`src/rtl/mp_adder_sched_if.sv`:
```
// mp_adder_sched_if: request/response bundle between crypto kernels and the shared adder scheduler.
interface mp_adder_sched_if #(
   parameter int LIMB_W  = 64,
   parameter int LIMBS   = 4,
   parameter int NUM_REQ = 2,
   parameter int ID_W    = $clog2(NUM_REQ)
);
   logic [NUM_REQ-1:0]              req_valid;
   logic [NUM_REQ-1:0]              req_ready;
   logic [NUM_REQ*LIMBS*LIMB_W-1:0] req_a;
   logic [NUM_REQ*LIMBS*LIMB_W-1:0] req_b;
   logic                            resp_valid;
   logic                            resp_ready;
   logic [LIMBS*LIMB_W:0]           resp_sum;
   logic [ID_W-1:0]                 resp_id;
   logic                            busy;
   modport master (output req_valid, req_a, req_b, resp_ready,
                   input  req_ready, resp_valid, resp_sum, resp_id, busy);
   modport slave  (input  req_valid, req_a, req_b, resp_ready,
                   output req_ready, resp_valid, resp_sum, resp_id, busy);
endinterface

```
`src/rtl/mp_adder_sched.sv`:
```
// mp_adder_sched: round-robin scheduler sharing one LIMB_W-bit adder slice for multi-limb additions,
// least-significant limb first with the carry held across cycles.
module mp_adder_sched #(
   parameter int LIMB_W  = 64,
   parameter int LIMBS   = 4,
   parameter int NUM_REQ = 2,
   parameter int ID_W    = $clog2(NUM_REQ)
) (
   input logic clk,
   input logic rst,
   mp_adder_sched_if.slave bus
);
   localparam int LC_W = LIMBS > 1 ? $clog2(LIMBS) : 1;
   typedef enum logic [1:0] {IDLE, ADD, DONE} state_t;
   state_t state;
   logic [NUM_REQ-1:0][LIMBS-1:0][LIMB_W-1:0] a_all, b_all;
   logic [LIMBS-1:0][LIMB_W-1:0] a_q, b_q, sum_q;
   logic [ID_W-1:0] rr_ptr, gnt, id_q;
   logic [LC_W-1:0] limb_cnt;
   logic carry, msb_q, valid_q, busy_q, hit, c;
   logic [LIMB_W-1:0] s;
   assign a_all = bus.req_a;
   assign b_all = bus.req_b;
   assign {c, s} = {1'b0, a_q[limb_cnt]} + {1'b0, b_q[limb_cnt]} + {{LIMB_W{1'b0}}, carry};
   // Search from the far end back so the requester nearest rr_ptr wins.
   always_comb begin
      gnt = '0;
      hit = 1'b0;
      for (int i = NUM_REQ - 1; i >= 0; i--)
         if (bus.req_valid[(int'(rr_ptr) + i) % NUM_REQ]) begin
            gnt = ID_W'((int'(rr_ptr) + i) % NUM_REQ);
            hit = 1'b1;
         end
   end
   assign bus.req_ready  = (state == IDLE && hit) ? (NUM_REQ'(1) << gnt) : '0;
   assign bus.resp_valid = valid_q;
   assign bus.resp_sum   = {msb_q, sum_q};
   assign bus.resp_id    = id_q;
   assign bus.busy       = busy_q;
   always_ff @(posedge clk) begin
      if (rst) begin
         state    <= IDLE;
         rr_ptr   <= '0;
         limb_cnt <= '0;
         carry    <= 1'b0;
         valid_q  <= 1'b0;
         sum_q    <= '0;
         msb_q    <= 1'b0;
         id_q     <= '0;
         busy_q   <= 1'b0;
      end else begin
         case (state)
            IDLE: if (hit) begin
               a_q      <= a_all[gnt];
               b_q      <= b_all[gnt];
               id_q     <= gnt;
               carry    <= 1'b0;
               limb_cnt <= '0;
               rr_ptr   <= (gnt == ID_W'(NUM_REQ - 1)) ? '0 : gnt + 1'b1;
               busy_q   <= 1'b1;
               state    <= ADD;
            end
            ADD: begin
               sum_q[limb_cnt] <= s;
               carry           <= c;
               limb_cnt        <= limb_cnt + 1'b1;
               if (limb_cnt == LC_W'(LIMBS - 1)) begin
                  msb_q   <= c;
                  valid_q <= 1'b1;
                  state   <= DONE;
               end
            end
            DONE: if (bus.resp_ready) begin
               valid_q <= 1'b0;
               busy_q  <= 1'b0;
               state   <= IDLE;
            end
            default: state <= IDLE;
         endcase
      end
   end
endmodule
```
`src/flat_wrapper.sv`:
```
// flat-port wrapper written by rule: the top's interface ports become plain ports
module mp_adder_sched_flat 
#(
   parameter int LIMB_W  = 64,
   parameter int LIMBS   = 4,
   parameter int NUM_REQ = 2,
   parameter int ID_W    = $clog2(NUM_REQ)
)
  (clk, rst, bus_req_valid, bus_req_a, bus_req_b, bus_resp_ready, bus_req_ready, bus_resp_valid, bus_resp_sum, bus_resp_id, bus_busy);
  mp_adder_sched_if #(.LIMB_W(LIMB_W), .LIMBS(LIMBS), .NUM_REQ(NUM_REQ), .ID_W(ID_W)) bus_i ();
  input logic clk;
  input logic rst;
  input wire logic [$bits(bus_i.req_valid)-1:0] bus_req_valid;
  input wire logic [$bits(bus_i.req_a)-1:0] bus_req_a;
  input wire logic [$bits(bus_i.req_b)-1:0] bus_req_b;
  input wire logic [$bits(bus_i.resp_ready)-1:0] bus_resp_ready;
  output wire logic [$bits(bus_i.req_ready)-1:0] bus_req_ready;
  output wire logic [$bits(bus_i.resp_valid)-1:0] bus_resp_valid;
  output wire logic [$bits(bus_i.resp_sum)-1:0] bus_resp_sum;
  output wire logic [$bits(bus_i.resp_id)-1:0] bus_resp_id;
  output wire logic [$bits(bus_i.busy)-1:0] bus_busy;
  assign bus_i.req_valid = bus_req_valid;
  assign bus_i.req_a = bus_req_a;
  assign bus_i.req_b = bus_req_b;
  assign bus_i.resp_ready = bus_resp_ready;
  assign bus_req_ready = bus_i.req_ready;
  assign bus_resp_valid = bus_i.resp_valid;
  assign bus_resp_sum = bus_i.resp_sum;
  assign bus_resp_id = bus_i.resp_id;
  assign bus_busy = bus_i.busy;
  mp_adder_sched #(.LIMB_W(LIMB_W), .LIMBS(LIMBS), .NUM_REQ(NUM_REQ), .ID_W(ID_W)) u_core (.clk(clk), .rst(rst), .bus(bus_i));
endmodule
```
`config.mk`:
```
export PLATFORM = sky130hd
export DESIGN_NAME = mp_adder_sched_flat
export DESIGN_NICKNAME = d
export VERILOG_FILES = /design/src/rtl/mp_adder_sched_if.sv /design/src/rtl/mp_adder_sched.sv /design/src/flat_wrapper.sv
export SDC_FILE = /design/constraint.sdc
export NUM_CORES = 1
export LEC_CHECK = 0
export ABC_AREA = 1
export BUFFER_PORTS_ARGS = -buffer_cell sky130_fd_sc_hd__buf_2
export CAP_MARGIN = 10
export CELL_PAD_IN_SITES_DETAIL_PLACEMENT = 0
export CELL_PAD_IN_SITES_GLOBAL_PLACEMENT = 1
export CORE_AREA = 2 2 505 507
export DETAILED_ROUTE_END_ITERATION = 10
export DIE_AREA = 0 0 507 509
export GPL_TIMING_DRIVEN = 0
export PLACE_DENSITY_LB_ADDON = 0.1
export SETUP_SLACK_MARGIN = 0.5
export SLEW_MARGIN = 20
export SYNTH_ARGS = -nofsm -noshare
export SYNTH_HDL_FRONTEND = slang
export SYNTH_SLANG_ARGS = --single-unit
```
`constraint.sdc`:
```
create_clock -name clk -period 42.5 [get_ports clk]
set_clock_uncertainty 0.1 [all_clocks]
set_input_delay 6.375 -clock clk [delete_from_list [all_inputs] [get_ports clk]]
set_output_delay 6.375 -clock clk [all_outputs]
set_load 0.05 [all_outputs]
```
Yosys cells after proc, flatten, opt, wreduce, memory -nomap -nowiden
Index checks and enable logic that the tools add are counted.
Word-level totals
  output and inout bits: 262
  bits in registers: 778
  input bits: 1029
  word-level logic and storage cells: 87
Cells by class
  muxes and demuxes: 35
  reduce and logical (&&, ||, !) cells: 13
  shift operators: 1
  bitwise operators: 2
  $lt $le $gt $ge: 5
  eq/ne operators: 6
  $add $sub $neg: 5
Operators with widths (number)
  2-to-1 mux 256 bit: 4
  binary-select mux 64 bit (select 2 bit): 2
  bitwise mux 256 bit: 1
  2-to-1 mux 64 bit: 3
  demux 64 bit (select 2 bit): 1
  adder 64 x 64 -> 65 bit: 1
  adder 65 x 1 -> 65 bit: 1
  2-to-1 mux 1 bit: 14
  AND reduction 3 bit: 4
  2-to-1 mux 2 bit: 5
  less-than comparator 2 x 3 -> 1 bit, second input constant: 2
  case mux 1 bit (2 select lines): 3
  case mux 2 bit (3 select lines): 1
  AND reduction 2 bit: 3
  nonzero test 2 bit: 3
  equality test 2 bit, second input constant: 2
  less-than comparator 1 x 2 -> 1 bit, second input constant: 2
  != test 2 x 1 -> 1 bit, second input constant: 2
  case mux 2 bit (2 select lines): 1
  adder 1 bit, second input constant: 2
  adder 2 x 1 -> 2 bit, second input constant: 1
  equality test 2 x 1 -> 1 bit, second input constant: 1
  >= comparator 2 x 1 -> 1 bit, second input constant: 1
  logical AND 1 bit: 2
  other kinds (5): 5

Longest topological paths before layout
  depth in word-level cells: 9
  gate-level depth with buffers: 23

Worst setup path after synthesis
No wires, ideal clock.
  path kind: input to register
  from: input rst
  to: register u_core.a_q[0] in the netlist's numbering (enable)
  slack: 13.003 ns
  stages on the path: 3
  path buffers: 2
  data arrival time: 27.994 ns
  cells stage by stage: clkbuf_1 -> clkbuf_1 -> nor2_1
On the way
  longest elaborated chain between the ends: 2
RTL lines
  start: declaration: line flat_wrapper.sv:12  | input logic rst;
  inverter 1 bit (no source line)
  AND reduction 3 bit (no source line)
  end signal: assignment: line mp_adder_sched.sv:54  | a_q <= a_all[gnt];
  end: declaration: line mp_adder_sched.sv:17  | logic [LIMBS-1:0][LIMB_W-1:0] a_q, b_q, sum_q;
Every way passes these cells.
A chain may end at the register's enable or synchronous reset.

Worst setup path after layout
  from: input bus_req_valid[0]
  to: output bus_req_ready[0]
On the way
  longest elaborated chain between the ends: 7
  elaborated cells between the ends (all ways): 12
  classes of those cells: 1 x shift; 10 x mux; 1 x reduce/logical
RTL lines
  start: declaration: line flat_wrapper.sv:13  | input wire logic [$bits(bus_i.req_valid)-1:0] bus_req_valid;
  2-to-1 mux 1 bit (not written as such) (3 in a row): line mp_adder_sched.sv:30  | if (bus.req_valid[(int'(rr_ptr) + i) % NUM_REQ]) begin
  2-to-1 mux 1 bit (2 in a row): line mp_adder_sched.sv:30
  << shifter 1 x 1 -> 2 bit / logical AND 1 bit (equally long branches): line mp_adder_sched.sv:35  | assign bus.req_ready = (state == IDLE && hit) ? (NUM_REQ'(1) << gnt) : '0;
  2-to-1 mux 2 bit *: line mp_adder_sched.sv:35
  end: declaration: line flat_wrapper.sv:17  | output wire logic [$bits(bus_i.req_ready)-1:0] bus_req_ready;
Mark *: on every way between the ends. The rest lies on a longest branch, timed or not. The select of a mux whose other input is x is not followed.

==> results.sh <==
export IMPL_final_max_slew_viol_count=0
export IMPL_clk_latency_ns=0.78
export IMPL_r2r_cells=19
export IMPL_layout_commonest_cell="nand2_1"
export IMPL_synth_edf_count=512
export IMPL_fp_coreArea_um2=252800
export IMPL_grt_setup_unrepaired="false"
export IMPL_crit_required_ns=36.03
export IMPL_min_path_cells=2
export IMPL_die_width_um=507
export IMPL_ff_latch_area_um2=20700
export IMPL_dp_cells=10160
export IMPL_clk_pin_slew_ns=0.06
export IMPL_grtUsageTotal=0.2150
export IMPL_rows=185
export IMPL_synth_xor_area_frac=0.006618
export IMPL_ant_nets=0
export IMPL_synth_top_family_by_area="simple AND/OR/NAND/NOR gates"
export IMPL_io_pins=1291
export IMPL_crit_type="in2out"
export IMPL_postSynthCellCount=5466
export IMPL_grt_overflow=0
export IMPL_powerDensity_nw_per_um2=46.47
export IMPL_synth_cell_area_um2=41410
export IMPL_post_cts_buffers=0
export IMPL_gp_congestion=0.8891
export IMPL_tns_ns=0
export IMPL_vdd_drop_max_uv=28.91
export IMPL_critPathLaunchType="input pin"
export IMPL_avgViaCountPerCell=4.072
export IMPL_synth_simple_area_share=0.2773
export IMPL_die_area_um2=258100
export IMPL_cts_hold_buf=0
export IMPL_outcome="finished, final reports clean"
export IMPL_firstDrtPassIters=5
export IMPL_p_total_w=0.002620
export IMPL_synth_avg_cell_area_um2=7.575
export IMPL_finalHoldWorstSlack_ns=0.3628
export IMPL_fill_cells=28890
export IMPL_seq_area_frac_synth=0.4999
export IMPL_synthAdderAreaFrac=0.02121
export IMPL_fin_util=0.2230
export IMPL_synth_compound_area_frac=0.1150
export IMPL_syn_nets=6564
export IMPL_synthToLayoutAreaGrowth_pct=36.15
export IMPL_synth_cell_types=37
export IMPL_crit_path_frequent_cell="buf_2"
export IMPL_htree_levels=3
export IMPL_cts_buffer_depth=3
export IMPL_drc=0
export IMPL_nNetsFinal=7992
export IMPL_fin_crit_sh=0.3490
export IMPL_io_buffers=1290
export IMPL_synth_seq_cells=778
export IMPL_final_cells=10390
export IMPL_hold_path_class="reg2reg"
export IMPL_synth_flop_cell="edfxtp_1"
export IMPL_synth_warnings=0
export IMPL_muxShareOfSynthArea=0
export IMPL_drtIter0Drc=2895
export IMPL_cts_tree="done"
export IMPL_antenna_found_initial=151
export IMPL_power_leakage_nw=27.88
export IMPL_arrival_ns=8.36
export IMPL_finalSetupViolCount=0
export IMPL_drive_above_1_share=0.2277
export IMPL_worst_pin_slew_ns=1.058
export IMPL_numClockSinks=778
export IMPL_cp_max_fo=10
export IMPL_cts_resized=0
export IMPL_ys_async_sr_fraction=0
export IMPL_worst_setup_path_end_kind="output port"
export IMPL_finalHoldViolations=0
export IMPL_rrSetupSlack_ns=36.30
export IMPL_grt_pass1_wl_um=375400
export IMPL_vias=42310
export IMPL_cts_inserted_buffers=102
export IMPL_fmax_mhz=67.42
export IMPL_dp_hpwl_um=245600
export IMPL_period_needed_ns=14.83
export IMPL_grt_max_degree=28
export IMPL_path_cells="buf_2, nand2_1, nand2_2, inv_2, buf_4, nor2_1, buf_2"
export IMPL_avgRoutedWirePerCell_um=27.56
export IMPL_drt_total_wl_um=286300
export IMPL_cp_slowest_cell="buf_4"
export IMPL_root_buffer="clkbuf_16"
export IMPL_final_cell_mix="2,288 x nand2_1, 1,323 x buf_2, 582 x inv_1"
export IMPL_grt_pass1_vias=42730
export IMPL_fp_dieH_um=509
export IMPL_multi_input_comb_area_um2=17410
export IMPL_max_cap_viol_count=0
export IMPL_relSlewSlack=0.2948
export IMPL_initial_core_util=0.1638
export IMPL_slowest_delay_ns=0.54
## path summary, 6_finish.rpt
path | from | end
max | bus_req_valid[0] | bus_req_ready[0]
min | u_core.bus.resp_sum[65] | u_core.bus.resp_sum[65]
max reg2reg | u_core.limb_cnt[0] | u_core.bus.resp_sum[213]
min reg2reg | u_core.bus.resp_sum[65] | u_core.bus.resp_sum[65]
## worst max-delay path, delay by kind of cell
kind / cells / cell delay [ns]
and+or+nand+nor: 3 / 0.54
buffers and inverters: 4 / 1.38
## per-layer routing
metal | global-route usage | wire length (um) | vias to the layer above
met5 | 0 | 469 | -
met4 | 0.03694 | 5239 | 76
met3 | 0.04901 | 17760 | 331
met2 | 0.3699 | 138300 | 1484
met1 | 0.2760 | 124600 | 19990
li1 | - | - | 20420
## per-stage QoR
step,area (um^2),setup WS [ns]
2_1_floorplan,41410,13.00
3_3_place_gp,52070,-0.3492
3_5_place_dp,52900,27.40
4_1_cts,56250,27.40
5_1_grt,56300,27.44
6_report,56370,27.67
## cells in the mapped netlist (all sizes together), types with 2 or more instances
master	instances	share of area
clkbuf	211	0.019
o21ai	365	0.044
xor2	23	0.0058
xnor2	4	0.00085
o211ai	12	0.0022
buf	67	0.0072
and3	2	0.00030
a21oi	62	0.0075
nand4	8	0.0012
nand2	2314	0.21
nor4	2	0.00045
o21a	132	0.024
nor3	19	0.0030
nor2	375	0.035
o21bai	98	0.018
nand3	200	0.025
edfxtp	512	0.37
dfxtp	266	0.13
fa	2	0.00097
and2	3	0.00045
ha	67	0.020
inv	591	0.054
o22ai	128	0.019
## flip-flops by register name, indices dropped and copies added, names as in the netlist
register               flops
u_core.bus.resp_id         1
u_core.limb_cnt            2
u_core.a_q               256
u_core.bus.busy            1
u_core.b_q               256
u_core.state               2
u_core.rr_ptr              1
u_core.msb_q               1
u_core.carry               1
u_core.bus.resp_sum      256
u_core.bus.resp_valid      1
## logic make-up after synthesis
family / Yosys count
compound gates: 798
xor+xnor: 27
fa+ha+maj: 69
buf+inv: 869
flops: 778
simple gates: 2925
## where the power goes
part           switching (W)  leakage [nW]  total (W)  internal (W)
registers          0.0000225          7.00   0.000893      0.000870
clock network       0.000372          1.62   0.000883      0.000510
logic               0.000640          19.3   0.000844      0.000204
## cell type report
cell class / instances / share of cell area
inverters: 591 / 0.03935
repair buffers: 1324 / 0.1286
plain buffers: 278 / 0.01978
flip-flops and latches: 778 / 0.3672
well taps: 3366 / 0.07471
multi-input cells: 3819 / 0.3088
clock inverters: 38 / 0.008101
diodes: 48 / 0.002131
clock buffers: 147 / 0.05134
(Power assumes the default switching activity.)
